===== src/rtl/reg_bank_ctrl_pkg.sv =====
// Shared types for the register-bank controller: command opcodes and FSM states.
package reg_bank_ctrl_pkg;

    typedef enum logic [1:0] {
        OP_ADD   = 2'd0,
        OP_SUB   = 2'd1,
        OP_AND   = 2'd2,
        OP_LOADI = 2'd3
    } op_e;

    typedef enum logic [1:0] {
        ST_IDLE  = 2'd0,
        ST_READ  = 2'd1,
        ST_EXEC  = 2'd2,
        ST_WRITE = 2'd3
    } state_e;

endpackage


===== src/rtl/reg_bank_ctrl_if.sv =====
// Command and bank-port bundle between a requester/bank (master) and the controller (slave).
interface reg_bank_ctrl_if #(
    parameter int W = 7,
    parameter int N = 2
);
    import reg_bank_ctrl_pkg::*;

    localparam int AW = 2**N;

    logic          cmd_valid;
    logic          cmd_ready;
    op_e           cmd_op;
    logic [AW-1:0] cmd_rd;
    logic [AW-1:0] cmd_rs1;
    logic [AW-1:0] cmd_rs2;
    logic [W-1:0]  cmd_imm;

    logic          bank_we;
    logic [AW-1:0] bank_addr_rd;
    logic [AW-1:0] bank_addr_rs1;
    logic [AW-1:0] bank_addr_rs2;
    logic [W-1:0]  bank_data_in;
    logic [W-1:0]  bank_rs1;
    logic [W-1:0]  bank_rs2;

    logic          done;
    logic          err;
    logic [W-1:0]  result;

    modport slave (
        input  cmd_valid, cmd_op, cmd_rd, cmd_rs1, cmd_rs2, cmd_imm,
        input  bank_rs1, bank_rs2,
        output cmd_ready, bank_we, bank_addr_rd, bank_addr_rs1, bank_addr_rs2,
        output bank_data_in, done, err, result
    );

    modport master (
        output cmd_valid, cmd_op, cmd_rd, cmd_rs1, cmd_rs2, cmd_imm,
        output bank_rs1, bank_rs2,
        input  cmd_ready, bank_we, bank_addr_rd, bank_addr_rs1, bank_addr_rs2,
        input  bank_data_in, done, err, result
    );

endinterface


===== src/rtl/reg_bank_ctrl_alu.sv =====
// Combinational ALU for reg_bank_ctrl. Define REG_BANK_CTRL_SAT_EN to make
// ADD clamp at all-ones and SUB clamp at zero instead of wrapping.
module reg_alu
    import reg_bank_ctrl_pkg::*;
#(
    parameter int W = 7
) (
    input  op_e          op,
    input  logic [W-1:0] a,
    input  logic [W-1:0] b,
    input  logic [W-1:0] imm,
    output logic [W-1:0] y
);

    logic [W:0] sum;
    logic [W:0] diff;

    // The extra top bit is the carry for ADD and the borrow for SUB.
    assign sum  = {1'b0, a} + {1'b0, b};
    assign diff = {1'b0, a} - {1'b0, b};

    always_comb begin
        y = '0;
        case (op)
`ifdef REG_BANK_CTRL_SAT_EN
            OP_ADD:   y = sum[W]  ? '1 : sum[W-1:0];
            OP_SUB:   y = diff[W] ? '0 : diff[W-1:0];
`else
            OP_ADD:   y = sum[W-1:0];
            OP_SUB:   y = diff[W-1:0];
`endif
            OP_AND:   y = a & b;
            OP_LOADI: y = imm;
            default:  y = '0;
        endcase
    end

endmodule


===== src/rtl/reg_bank_ctrl.sv =====
// Four-state controller: accept a command, read two bank registers, compute,
// then write the result back. One command per four cycles.
module reg_bank_ctrl
    import reg_bank_ctrl_pkg::*;
#(
    parameter int W = 7,
    parameter int N = 2
) (
    input  logic           clk,
    input  logic           reset,
    reg_bank_ctrl_if.slave bus
);

    localparam int            AW   = 2**N;
    localparam logic [AW-1:0] NREG = AW'(2**N);

    state_e        state_q, state_d;
    logic          ready_q, ready_d;
    logic          we_q, we_d;
    logic          done_q, done_d;
    logic          err_q, err_d;
    op_e           op_q, op_d;
    logic [AW-1:0] rd_q, rd_d;
    logic [W-1:0]  imm_q, imm_d;
    logic          inv_q, inv_d;
    logic [W-1:0]  opa_q, opa_d;
    logic [W-1:0]  opb_q, opb_d;
    logic [W-1:0]  result_q, result_d;
    logic [AW-1:0] addr_rd_q, addr_rd_d;
    logic [AW-1:0] addr_rs1_q, addr_rs1_d;
    logic [AW-1:0] addr_rs2_q, addr_rs2_d;
    logic [W-1:0]  data_q, data_d;

    logic [W-1:0]  alu_y;
    logic          cmd_inv;

    // LOADI has no sources, so only its destination is range-checked.
    assign cmd_inv = (bus.cmd_rd >= NREG) ||
                     ((bus.cmd_op != OP_LOADI) &&
                      ((bus.cmd_rs1 >= NREG) || (bus.cmd_rs2 >= NREG)));

    reg_alu #(.W(W)) u_alu (
        .op  (op_q),
        .a   (opa_q),
        .b   (opb_q),
        .imm (imm_q),
        .y   (alu_y)
    );

    always_comb begin
        state_d    = state_q;
        ready_d    = ready_q;
        we_d       = 1'b0;
        done_d     = 1'b0;
        err_d      = 1'b0;
        op_d       = op_q;
        rd_d       = rd_q;
        imm_d      = imm_q;
        inv_d      = inv_q;
        opa_d      = opa_q;
        opb_d      = opb_q;
        result_d   = result_q;
        addr_rd_d  = addr_rd_q;
        addr_rs1_d = addr_rs1_q;
        addr_rs2_d = addr_rs2_q;
        data_d     = data_q;
        case (state_q)
            ST_IDLE: begin
                ready_d = 1'b1;
                if (ready_q && bus.cmd_valid) begin
                    state_d    = ST_READ;
                    ready_d    = 1'b0;
                    op_d       = bus.cmd_op;
                    rd_d       = bus.cmd_rd;
                    imm_d      = bus.cmd_imm;
                    inv_d      = cmd_inv;
                    addr_rs1_d = bus.cmd_rs1;
                    addr_rs2_d = bus.cmd_rs2;
                end
            end
            ST_READ: begin
                opa_d   = bus.bank_rs1;
                opb_d   = bus.bank_rs2;
                state_d = ST_EXEC;
            end
            ST_EXEC: begin
                result_d  = inv_q ? '0 : alu_y;
                data_d    = inv_q ? '0 : alu_y;
                addr_rd_d = rd_q;
                we_d      = ~inv_q;
                done_d    = 1'b1;
                err_d     = inv_q;
                state_d   = ST_WRITE;
            end
            ST_WRITE: begin
                state_d = ST_IDLE;
                ready_d = 1'b1;
            end
            default: state_d = ST_IDLE;
        endcase
    end

    always_ff @(posedge clk or negedge reset) begin
        if (!reset) begin
            state_q    <= ST_IDLE;
            ready_q    <= 1'b0;
            we_q       <= 1'b0;
            done_q     <= 1'b0;
            err_q      <= 1'b0;
            op_q       <= OP_ADD;
            rd_q       <= '0;
            imm_q      <= '0;
            inv_q      <= 1'b0;
            opa_q      <= '0;
            opb_q      <= '0;
            result_q   <= '0;
            addr_rd_q  <= '0;
            addr_rs1_q <= '0;
            addr_rs2_q <= '0;
            data_q     <= '0;
        end else begin
            state_q    <= state_d;
            ready_q    <= ready_d;
            we_q       <= we_d;
            done_q     <= done_d;
            err_q      <= err_d;
            op_q       <= op_d;
            rd_q       <= rd_d;
            imm_q      <= imm_d;
            inv_q      <= inv_d;
            opa_q      <= opa_d;
            opb_q      <= opb_d;
            result_q   <= result_d;
            addr_rd_q  <= addr_rd_d;
            addr_rs1_q <= addr_rs1_d;
            addr_rs2_q <= addr_rs2_d;
            data_q     <= data_d;
        end
    end

    assign bus.cmd_ready     = ready_q;
    assign bus.bank_we       = we_q;
    assign bus.done          = done_q;
    assign bus.err           = err_q;
    assign bus.result        = result_q;
    assign bus.bank_addr_rd  = addr_rd_q;
    assign bus.bank_addr_rs1 = addr_rs1_q;
    assign bus.bank_addr_rs2 = addr_rs2_q;
    assign bus.bank_data_in  = data_q;

endmodule

===== src/flat_wrapper.sv =====
// flat-port wrapper written by rule: the top's interface ports become plain ports
module reg_bank_ctrl_flat import reg_bank_ctrl_pkg::*;
#(
    parameter int W = 7,
    parameter int N = 2
)
  (clk, reset, bus_cmd_valid, bus_cmd_op, bus_cmd_rd, bus_cmd_rs1, bus_cmd_rs2, bus_cmd_imm, bus_bank_rs1, bus_bank_rs2, bus_cmd_ready, bus_bank_we, bus_bank_addr_rd, bus_bank_addr_rs1, bus_bank_addr_rs2, bus_bank_data_in, bus_done, bus_err, bus_result);
  reg_bank_ctrl_if #(.W(W), .N(N)) bus_i ();
  input  logic clk;
  input  logic reset;
  input wire logic [$bits(bus_i.cmd_valid)-1:0] bus_cmd_valid;
  input wire logic [$bits(bus_i.cmd_op)-1:0] bus_cmd_op;
  input wire logic [$bits(bus_i.cmd_rd)-1:0] bus_cmd_rd;
  input wire logic [$bits(bus_i.cmd_rs1)-1:0] bus_cmd_rs1;
  input wire logic [$bits(bus_i.cmd_rs2)-1:0] bus_cmd_rs2;
  input wire logic [$bits(bus_i.cmd_imm)-1:0] bus_cmd_imm;
  input wire logic [$bits(bus_i.bank_rs1)-1:0] bus_bank_rs1;
  input wire logic [$bits(bus_i.bank_rs2)-1:0] bus_bank_rs2;
  output wire logic [$bits(bus_i.cmd_ready)-1:0] bus_cmd_ready;
  output wire logic [$bits(bus_i.bank_we)-1:0] bus_bank_we;
  output wire logic [$bits(bus_i.bank_addr_rd)-1:0] bus_bank_addr_rd;
  output wire logic [$bits(bus_i.bank_addr_rs1)-1:0] bus_bank_addr_rs1;
  output wire logic [$bits(bus_i.bank_addr_rs2)-1:0] bus_bank_addr_rs2;
  output wire logic [$bits(bus_i.bank_data_in)-1:0] bus_bank_data_in;
  output wire logic [$bits(bus_i.done)-1:0] bus_done;
  output wire logic [$bits(bus_i.err)-1:0] bus_err;
  output wire logic [$bits(bus_i.result)-1:0] bus_result;
  assign bus_i.cmd_valid = bus_cmd_valid;
  assign bus_i.cmd_op = bus_cmd_op;
  assign bus_i.cmd_rd = bus_cmd_rd;
  assign bus_i.cmd_rs1 = bus_cmd_rs1;
  assign bus_i.cmd_rs2 = bus_cmd_rs2;
  assign bus_i.cmd_imm = bus_cmd_imm;
  assign bus_i.bank_rs1 = bus_bank_rs1;
  assign bus_i.bank_rs2 = bus_bank_rs2;
  assign bus_cmd_ready = bus_i.cmd_ready;
  assign bus_bank_we = bus_i.bank_we;
  assign bus_bank_addr_rd = bus_i.bank_addr_rd;
  assign bus_bank_addr_rs1 = bus_i.bank_addr_rs1;
  assign bus_bank_addr_rs2 = bus_i.bank_addr_rs2;
  assign bus_bank_data_in = bus_i.bank_data_in;
  assign bus_done = bus_i.done;
  assign bus_err = bus_i.err;
  assign bus_result = bus_i.result;
  reg_bank_ctrl #(.W(W), .N(N)) u_core (.clk(clk), .reset(reset), .bus(bus_i));
endmodule

===== config.mk =====
export PLATFORM = sky130hd
export DESIGN_NAME = reg_bank_ctrl_flat
export DESIGN_NICKNAME = d
export VERILOG_FILES = /design/src/rtl/reg_bank_ctrl_pkg.sv /design/src/rtl/reg_bank_ctrl_if.sv /design/src/rtl/reg_bank_ctrl_alu.sv /design/src/rtl/reg_bank_ctrl.sv /design/src/flat_wrapper.sv
export SDC_FILE = /design/constraint.sdc
export NUM_CORES = 1
export LEC_CHECK = 0
export ABC_AREA = 0
export BUFFER_PORTS_ARGS = -buffer_cell sky130_fd_sc_hd__buf_4
export CAP_MARGIN = 20
export CORE_MARGIN = 2
export CORE_UTILIZATION = 52
export DETAILED_ROUTE_END_ITERATION = 10
export PLACE_DENSITY = 0.91
export SETUP_SLACK_MARGIN = 0.3
export SYNTH_ARGS = -nofsm -noshare
export SYNTH_HDL_FRONTEND = slang
export SYNTH_SLANG_ARGS = --single-unit

===== constraint.sdc =====
create_clock -name clk -period 3.03 [get_ports clk]
set_input_delay 0.303 -clock clk [delete_from_list [all_inputs] [get_ports clk]]
set_output_delay 0.303 -clock clk [all_outputs]
set_load 0.1 [all_outputs]

==> results of run 1 <==
==> per-layer routing <==
metal  part of all wire [%]  global-route usage, %
met5                      0                      0
met4                    2.1                   6.55
met3                    4.9                   4.28
met2                     52                   36.4
met1                     41                   26.4
==> kinds of logic after synthesis <==
family,share of synthesized area (%)
AO/OA/AOI/OAI,8.95
flip-flops,50.7
XOR/XNOR,2.68
adder cells (fa/ha/maj),6.51
multiplexers,16.7
buffers and inverters,5.02
AND/OR/NAND/NOR,9.43
==> state kept, by name, summed over array words and instances, names as in the netlist <==
register                  cells
u_core.bus.bank_addr_rd       4
u_core.bus.bank_addr_rs1      4
u_core.bus.bank_addr_rs2      4
u_core.bus.bank_we            1
u_core.bus.cmd_ready          1
u_core.bus.done               1
u_core.bus.err                1
u_core.bus.result             7
u_core.imm_q                  7
u_core.inv_q                  1
u_core.op_q                   2
u_core.opa_q                  7
u_core.opb_q                  7
u_core.rd_q                   4
u_core.state_q                2
==> worst reg2reg max path: stages, from the launching register on <==
cell and delay (ns):
dfrtp_2 0.52, nor2b_4 0.23, mux2_2 0.40, fa_1 0.43, inv_1 0.07, a21o_1 0.12, a21boi_0 0.12, a2111oi_1 0.42
nor3b_1 0.10
==> metrics by stage <==
stage	worst slack [ns]	cell area (sq um)	util, %	hold slack, ns	cells
5_1_grt	0.389	3220	67.2	0.0779	357
4_1_cts	0.442	3220	67.2	0.0450	357
2_1_floorplan	0.784	2620	-	0.00741	227
3_3_place_gp	0.570	3130	65.4	0.373	349
3_5_place_dp	0.477	3130	65.4	0.379	349
6_report	0.516	3220	67.2	0.0234	357
==> final timing paths <==
path / slack [ns] / to / start
setup / recovery: 0.52 / u_core.bus.result[6] / u_core.op_q[1]
hold / removal: 0.02 / u_core.opa_q[2] / reset
setup reg to reg: 0.52 / u_core.bus.result[6] / u_core.op_q[1]
hold reg to reg: 0.51 / u_core.rd_q[1] / u_core.rd_q[1]
max in group asynchronous: 2.56 / u_core.op_q[1] / reset
min in group clk: 0.20 / u_core.opa_q[0] / bus_bank_rs1[0]
==> synthesized netlist by cell type (5+ instances only) <==
cell	number	area [sq um]
buf_2	6	30.0
mux2_2	37	417
buf_4	7	52.6
dfrtp_1	53	1330
xnor2_1	7	61.3
o21ai_0	8	40.0
a21oi_1	12	60.1
nand2_1	18	67.6
nor2_1	16	60.1
inv_1	12	45.0
ha_1	12	150
nor3_1	5	25.0
==> timing repair <==
item | CTS | global route
setup endpoints to repair | 0 | 1
gates resized for setup | 0 | 1
setup buffers | 0 | 0
hold buffers | 0 | 0
==> final cells by class <==
cell class              instances  area share (%)
clock buffers                   6            2.26
repair buffers                 69            16.1
multi-input cells             148            36.0
flip-flops and latches         53            41.3
inverters                      12            1.40
well taps                      67            2.60
clock inverters                 2           0.428
==> metrics, run 1 <==
CP Depth=8; first-pass GRT wire length=8880 um; measured slew at the worst slew-check pin=0.647 ns; CP startpoint kind=flop; sequential-to-total area share from yosys stat=50.7%; Max-slew headroom=56.8%; max incr delay on CP=0.52 ns; Setup violations, final=0; CP delay by family, top=compound AO/OA/AOI/OAI gates; CTS tree=done; initial antenna violation count=0; Die X=74.9 um; fin crit share=83.0%; Yosys cell types=39; Filler cells=357; Synth Cell Area=2620 sq um; HP Class=primary input to asynchronous set/reset pin; Longest Clk Path Bufs=2; port buffer count=67; CTS root buffer=clkbuf_8; Via density=5.34; Fin. Hold Viols=0; Seq cells post-synth=53; Cell Chain, Critical Path=nor2b_4 -> mux2_2 -> fa_1 -> inv_1 -> a21o_1 -> a21boi_0 -> a2111oi_1 -> nor3b_1; crit path max fanout=13; starting density of the core=54.6%; worst path required time=3.22 ns; Die Ht=74.9 um; 1st-pass router iterations=4; CTS H-tree lvls=2; drt wl/cell=15.2 um; most frequent cells in the layout=69 x buf_4, 52 x dfrtp_1, 37 x mux2_2; EDFF count, synth=0; clock slew seen by the registers of the worst setup and hold paths=0.10 ns; Placer Congestion=0.885; yosys warns=0; setup TNS=0 ns; Worst Path Arrival=2.70 ns; syn_area_per_cell=11.5 sq um; clock skew=0.00662 ns; Antenna Cells=0; Num CTS Buffers=5; worst path bufs/invs=1; Area Growth Syn to Fin=23.1%; Setup crit end kind=flop; TritonCTS sink count=53; final number of max-transition violations=0; io pins=68; asr flop ratio synth=100%; antenna-violating nets left=0; Max Clk Rate=398 MHz; Sequential Area=1330 sq um; gr usage total=21.0%; Nets=340; Syn Nets=278; Max-cap violations=0; area of the multi-input gates=1160 sq um; main flop type after synthesis=dfrtp_1; Reg2Reg Depth=8; clk_lat worst skew=0.30 ns; Synth Instances=227; vias in the first global route=1,927; DIE AREA=5610 sq um; Critical-path top delay cell=dfrtp_2; gr ovfl total=0; # DRC=0; share of post-route cells with drive strength above 1=40.3%; hpwl dp=4090 um; core area=4790 sq um; Iter 0 DRT Violations=56; unrepaired setup endpoints after global routing=no; commonest non-fill, non-tap cell in the layout=buf_4; min Tclk post-route=2.51 ns; DR vias=1,906; row cnt=25; status=finished clean; worst setup path category=flop to flop; Detailed Route WL=5430 um; largest net degree at the start of global routing=54
Power of run 1 is left out: the tool's default activity adds up to more than one toggle a clock period on the data nets, which glitch-free logic cannot reach.
==> inputs of run 2 (changes only) <==
Settings changed: ABC_AREA 0 to 1, CORE_UTILIZATION 52 to 47, PLACE_DENSITY 0.91 to 0.87.
Clock period 3.03 ns to 2.15 ns, I/O delays scaled along.
==> metrics, run 2 <==
Synth Instances=286 (was 227); 1st-pass router iterations=4 (unchanged); Die Ht=78.9 um (was 74.9 um); Placer Congestion=0.960 (was 0.885); # DRC=0 (unchanged); synth top area cells=dfrtp_1 50%, nand2_1 10%, mux2_1 6.4%, ha_1 5.7%, inv_1 4.7% (was dfrtp_1 51%, mux2_2 16%, ha_1 5.7%, nand2_1 2.6%, xnor2_1 2.3%); Setup crit end kind=flop (unchanged); most frequent cells in the layout=81 x buf_4, 70 x nand2_1, 51 x dfrtp_1 (was 69 x buf_4, 52 x dfrtp_1, 37 x mux2_2); starting density of the core=48.1% (was 54.6%); first-pass GRT wire length=9650 um (was 8880 um); initial antenna violation count=0 (unchanged); DIE AREA=6220 sq um (was 5610 sq um); min Tclk post-route=1.98 ns (was 2.51 ns); Fin. Hold Viols=0 (unchanged); Die X=78.9 um (was 74.9 um); r2r startpoint=u_core.opb_q[1] (was u_core.op_q[1]); sequential-to-total area share from yosys stat=50.4% (was 50.7%); Area Growth Syn to Fin=31.6% (was 23.1%); gr ovfl total=0 (unchanged); top cell type's share of synthesized area=50.4% (was 50.7%); core area=5470 sq um (was 4790 sq um); final non-filler cell total=435 (was 357); Synth area leader=dfrtp_1 (unchanged); Detailed Route WL=5840 um (was 5430 um); drt wl/cell=13.4 um (was 15.2 um); CTS H-tree lvls=2 (unchanged); commonest non-fill, non-tap cell in the layout=buf_4 (unchanged); Worst Path Arrival=2.20 ns (was 2.70 ns); placed cell count=418 (was 349); measured slew at the worst slew-check pin=0.644 ns (was 0.647 ns); Setup violations, final=0 (unchanged); Synth Cell Area=2630 sq um (was 2620 sq um); main flop type after synthesis=dfrtp_1 (unchanged); Reg2Reg Depth=15 (was 8); Synth top cells by count=71 x nand2_1, 53 x dfrtp_1, 33 x inv_1, 18 x o21ai_0, 15 x mux2_1 (was 53 x dfrtp_1, 37 x mux2_2, 18 x nand2_1, 16 x nor2_1); Seq cells post-synth=53 (unchanged); EDFF count, synth=0 (unchanged); Max-slew headroom=57.0% (was 56.8%); syn_area_per_cell=9.21 sq um (was 11.5 sq um); vias in the first global route=2,101 (was 1,927); Via density=4.92 (was 5.34); share of post-route cells with drive strength above 1=33.3% (was 40.3%); Syn Nets=337 (was 278); Yosys cell types=29 (was 39); port buffer count=67 (unchanged); largest net degree at the start of global routing=54 (unchanged); Max Clk Rate=505 MHz (was 398 MHz); row cnt=27 (was 25); HP Class=primary input to flop (was primary input to asynchronous set/reset pin); TritonCTS sink count=53 (unchanged); status=finished clean (unchanged); clock skew=0.0117 ns (was 0.00662 ns); final number of max-transition violations=0 (unchanged); fin crit share=92.1% (was 83.0%); DR vias=2,141 (was 1,906); clk_lat worst skew=0.32 ns (was 0.30 ns); crit path max fanout=4 (was 13); crit path from=u_core.opb_q[1] (was u_core.op_q[1]); Longest Clk Path Bufs=2 (unchanged); antenna-violating nets left=0 (unchanged); worst setup path category=flop to flop (unchanged); CTS root buffer=clkbuf_8 (unchanged); Max-cap violations=0 (unchanged); unrepaired setup endpoints after global routing=yes (was no); yosys warns=0 (unchanged); Nets=413 (was 340); Setup crit end=u_core.bus.result[6] (unchanged); gr usage total=19.9% (was 21.0%); R2R Setup Slk=0.17 ns (was 0.52 ns); CP startpoint kind=flop (unchanged); clock slew seen by the registers of the worst setup and hold paths=0.11 ns (was 0.10 ns); final core utilization=63.4% (was 67.2%); Iter 0 DRT Violations=124 (was 56); Num CTS Buffers=5 (unchanged); asr flop ratio synth=100% (unchanged); io pins=68 (unchanged); count leader, synth=nand2_1 (was dfrtp_1); CTS tree=done (unchanged); hpwl dp=4330 um (was 4090 um); Antenna Cells=0 (unchanged); setup TNS=0 ns (unchanged); Reg-to-Reg End=u_core.bus.result[6] (unchanged); worst path required time=2.38 ns (was 3.22 ns)
-- run 2: cell count changes in the layout (fill, tap and decap cells not counted), moves of 5 or more --
cell	before	now
mux2_1	0	15
o21ai_0	8	18
nand3_1	2	8
buf_4	69	81
mux2_2	37	3
inv_1	12	30
inv_2	0	8
nor2_1	16	6
nor3_1	5	0
o21ai_1	0	13
xnor2_1	7	0
nand2_1	18	70
-- run 2: cells by family after synthesis --
kind of cell / Yosys count / synth area share, %
and+or+nand+nor: 93 / 14.6
AOI/OAI and AO/OA: 53 / 11.0
DFF: 53 / 50.4
buffers and inverters: 52 / 8.60
muxes: 18 / 7.70
adders and majority gates: 13 / 6.46
xor gates and xnor gates: 4 / 1.33
-- run 2: area by class of cell --
class / count / area [sq um]
Clock buffer: 5 / 68.8
Clock inverter: 3 / 25.0
Fill cell: 460 / 2010
Inverter: 39 / 149
Multi-Input combinational cell: 181 / 1190
Sequential cell: 53 / 1330
Tap cell: 72 / 90.1
Timing Repair Buffer: 82 / 618
-- run 2: per-layer routing --
metal  share of wire, %  routed length (um)  global-route usage, %
met1                 44                2550                   25.9
met2                 49                2870                   32.4
met3                4.6                 267                   4.43
met4                2.6                 153                   8.45
met5                  0                   0                      0
-- run 2: stage by stage --
| step | hold slack (ns) | cell area [sq um] | setup slack, ns |
|---|---|---|---|
| after CTS | 0.0961 | 3420 | 0.222 |
| after global placement | 0.289 | 3220 | 0.146 |
| final | 0.0988 | 3470 | 0.171 |
| after global routing | 0.0887 | 3470 | 0.0329 |
| after detailed placement | 0.291 | 3220 | 0.124 |
| after floorplan | -0.0806 | 2660 | 0.284 |
-- run 2: worst max-delay path: stages, from the launching register on --
cell and delay (ns):
dfrtp_1 0.41, inv_2 0.13, nand3_4 0.10, o31ai_4 0.18, xor2_1 0.18, inv_1 0.09
ha_4 0.29, nand2_2 0.05, nor2_1 0.08, nand2_1 0.07, nand3_2 0.07, inv_1 0.04
nand2_1 0.04, nand3_1 0.06, nand2_1 0.06, nand2_1 0.05
-- run 2: how the worst min path moves through the flow --
stage                            endpoint  cells past startpoint           start  slack, ns
6_report                  u_core.imm_q[5]                      2  bus_cmd_imm[5]        0.1
5_1_grt                   u_core.imm_q[4]                      2  bus_cmd_imm[4]       0.09
4_1_cts                   u_core.imm_q[5]                      2  bus_cmd_imm[5]        0.1
3_5_place_dp              u_core.opb_q[5]                      1           reset       0.29
3_3_place_gp              u_core.opa_q[6]                      1           reset       0.29
2_1_floorplan  u_core.bus.bank_addr_rd[0]                      0           reset      -0.08
-- run 2: what timing repair did --
item                                    CTS  global route
pin swaps                                 9             6
endpoints found under the setup margin    5             6
hold buffers                              1             0
gates resized for setup                  10             8
setup buffers                             7             1
endpoints found under the hold margin    53             0
Power of run 2 is left out for the same reason.
==> inputs of run 3 (changes only) <==
Settings changed: CORE_UTILIZATION 47 to 52, PLACE_DENSITY 0.87 to 0.91, SETUP_SLACK_MARGIN 0.3 to not set.
Clock period 2.15 ns to 2.55 ns, I/O delays scaled along.
==> metrics, run 3 (same netlist as run 2, synthesis figures left out) <==
Die Ht=75.2 um (was 78.9 um); largest net degree at the start of global routing=54 (unchanged); io pins=68 (unchanged); status=finished clean (unchanged); Cell Chain, Critical Path=inv_1 -> nand3_1 -> o31ai_1 -> xor2_1 -> inv_1 -> ha_1 -> nand2_1 -> nor2_1 -> nand2_1 -> nand3_1 -> inv_1 -> nand2_1 -> nand3_1 -> nand2_1 -> nand2_1 (was inv_2 -> nand3_4 -> o31ai_4 -> xor2_1 -> inv_1 -> ha_4 -> nand2_2 -> nor2_1 -> nand2_1 -> nand3_2 -> inv_1 -> nand2_1 -> nand3_1 -> nand2_1 -> nand2_1); Detailed Route WL=5390 um (was 5840 um); worst path bufs/invs=3 (unchanged); unrepaired setup endpoints after global routing=no (was yes); CP delay by family, top=simple AND/OR/NAND/NOR gates (unchanged); CP startpoint kind=flop (unchanged); # DRC=0 (unchanged); first-pass GRT wire length=8760 um (was 9650 um); Setup crit end=u_core.bus.result[6] (unchanged); setup TNS=0 ns (unchanged); Max-slew headroom=57.0% (about the same); vias in the first global route=1,971 (was 2,101); worst path required time=2.77 ns (was 2.38 ns); min Tclk post-route=2.11 ns (was 1.98 ns); final number of max-transition violations=0 (unchanged); r2r startpoint=u_core.opb_q[2] (was u_core.opb_q[1]); Max Clk Rate=474 MHz (was 505 MHz); hpwl dp=4220 um (was 4330 um); fin crit share=82.7% (was 92.1%); starting density of the core=54.7% (was 48.1%); Nets=401 (was 413); core area=4820 sq um (was 5470 sq um); TritonCTS sink count=53 (unchanged); crit path from=u_core.opb_q[2] (was u_core.opb_q[1]); commonest non-fill, non-tap cell in the layout=nand2_1 (was buf_4); crit path max fanout=4 (unchanged); measured slew at the worst slew-check pin=0.645 ns (was 0.644 ns); HP Class=primary input to flop (unchanged); 1st-pass router iterations=6 (was 4); Setup crit end kind=flop (unchanged); CP most frequent cell=nand2_1 (unchanged); most frequent cells in the layout=71 x nand2_1, 68 x buf_4, 53 x dfrtp_1 (was 81 x buf_4, 70 x nand2_1, 51 x dfrtp_1); post-CTS setup buffer count=0 (was 7); CP Depth=15 (unchanged); clock slew seen by the registers of the worst setup and hold paths=0.10 ns (was 0.11 ns); port buffer count=67 (unchanged); Reg2Reg Depth=15 (unchanged); hold depth=2 (unchanged); worst setup path category=flop to flop (unchanged); DIE AREA=5650 sq um (was 6220 sq um); Area Growth Syn to Fin=24.3% (was 31.6%); Via density=5.03 (was 4.92); Num CTS Buffers=5 (unchanged); CTS H-tree lvls=2 (unchanged); Setup violations, final=0 (unchanged); share of post-route cells with drive strength above 1=25.6% (was 33.3%); clk_lat worst skew=0.31 ns (was 0.32 ns); Critical-path top delay cell=dfrtp_1 (unchanged); row cnt=25 (was 27); DR vias=2,102 (was 2,141); Filler cells=401 (was 460); Reg-to-Reg End=u_core.bus.result[6] (unchanged); gr usage total=20.5% (was 19.9%); Longest Clk Path Bufs=2 (unchanged); Max-cap violations=0 (unchanged); max incr delay on CP=0.41 ns (about the same); antenna-violating nets left=0 (unchanged); Fin. Hold Viols=0 (unchanged); drt wl/cell=12.9 um (was 13.4 um); R2R Setup Slk=0.44 ns (was 0.17 ns); Antenna Cells=0 (unchanged); post-CTS sizing=0 (was 10); final core utilization=67.9% (was 63.4%); Die X=75.2 um (was 78.9 um); Placer Congestion=0.860 (was 0.960); CTS root buffer=clkbuf_8 (unchanged); gr ovfl total=0 (unchanged); Worst Path Arrival=2.32 ns (was 2.20 ns); clock skew=0.00642 ns (was 0.0117 ns); initial antenna violation count=0 (unchanged); Iter 0 DRT Violations=139 (was 124); CTS tree=done (unchanged)
run 3: stage by stage:
stage / cell area, sq um / hold slack, ns / cells / setup WS [ns]
after floorplan: 2630 / -0.0406 / 286 / 0.625
after global placement: 3170 / 0.321 / 409 / 0.527
after detailed placement: 3170 / 0.328 / 409 / 0.442
after CTS: 3270 / 0.146 / 418 / 0.427
after global routing: 3270 / 0.144 / 418 / 0.0911
final: 3270 / 0.149 / 418 / 0.441
run 3: routing by layer:
metal  vias up  wire length [um]  track usage [%]
met2        66              2690             33.7
met4         0                57             5.85
met3         6               344             3.75
li1       1048                 -                -
met5         -                 0                0
met1       982              2300             28.0
run 3: cell type report:
class                      count  area, sq um  share of cell area [%]
timing repair buffer          70          541                    16.5
sequential                    53         1330                    40.5
multi-input combinational    181         1080                    33.0
clock buffer                   5         68.8                    2.10
inverter                      39          146                    4.47
tap                           67         83.8                    2.56
clock inverter                 3         26.3                   0.803
run 3: worst min-delay path by stage:
stage	from	end	slack [ns]
final	bus_cmd_rd[1]	u_core.rd_q[1]	0.15
after global routing	bus_cmd_imm[2]	u_core.imm_q[2]	0.14
after CTS	bus_cmd_rd[1]	u_core.rd_q[1]	0.15
after detailed placement	reset	u_core.opb_q[6]	0.33
after global placement	reset	u_core.opa_q[6]	0.32
after floorplan	reset	u_core.bus.bank_addr_rd[0]	-0.04
run 3: what timing repair did:
item | in CTS | in global routing
setup endpoints to repair | 0 | 0
hold buffers | 1 | 0
endpoints found under the hold margin | 53 | 0
Power of run 3 is left out for the same reason.
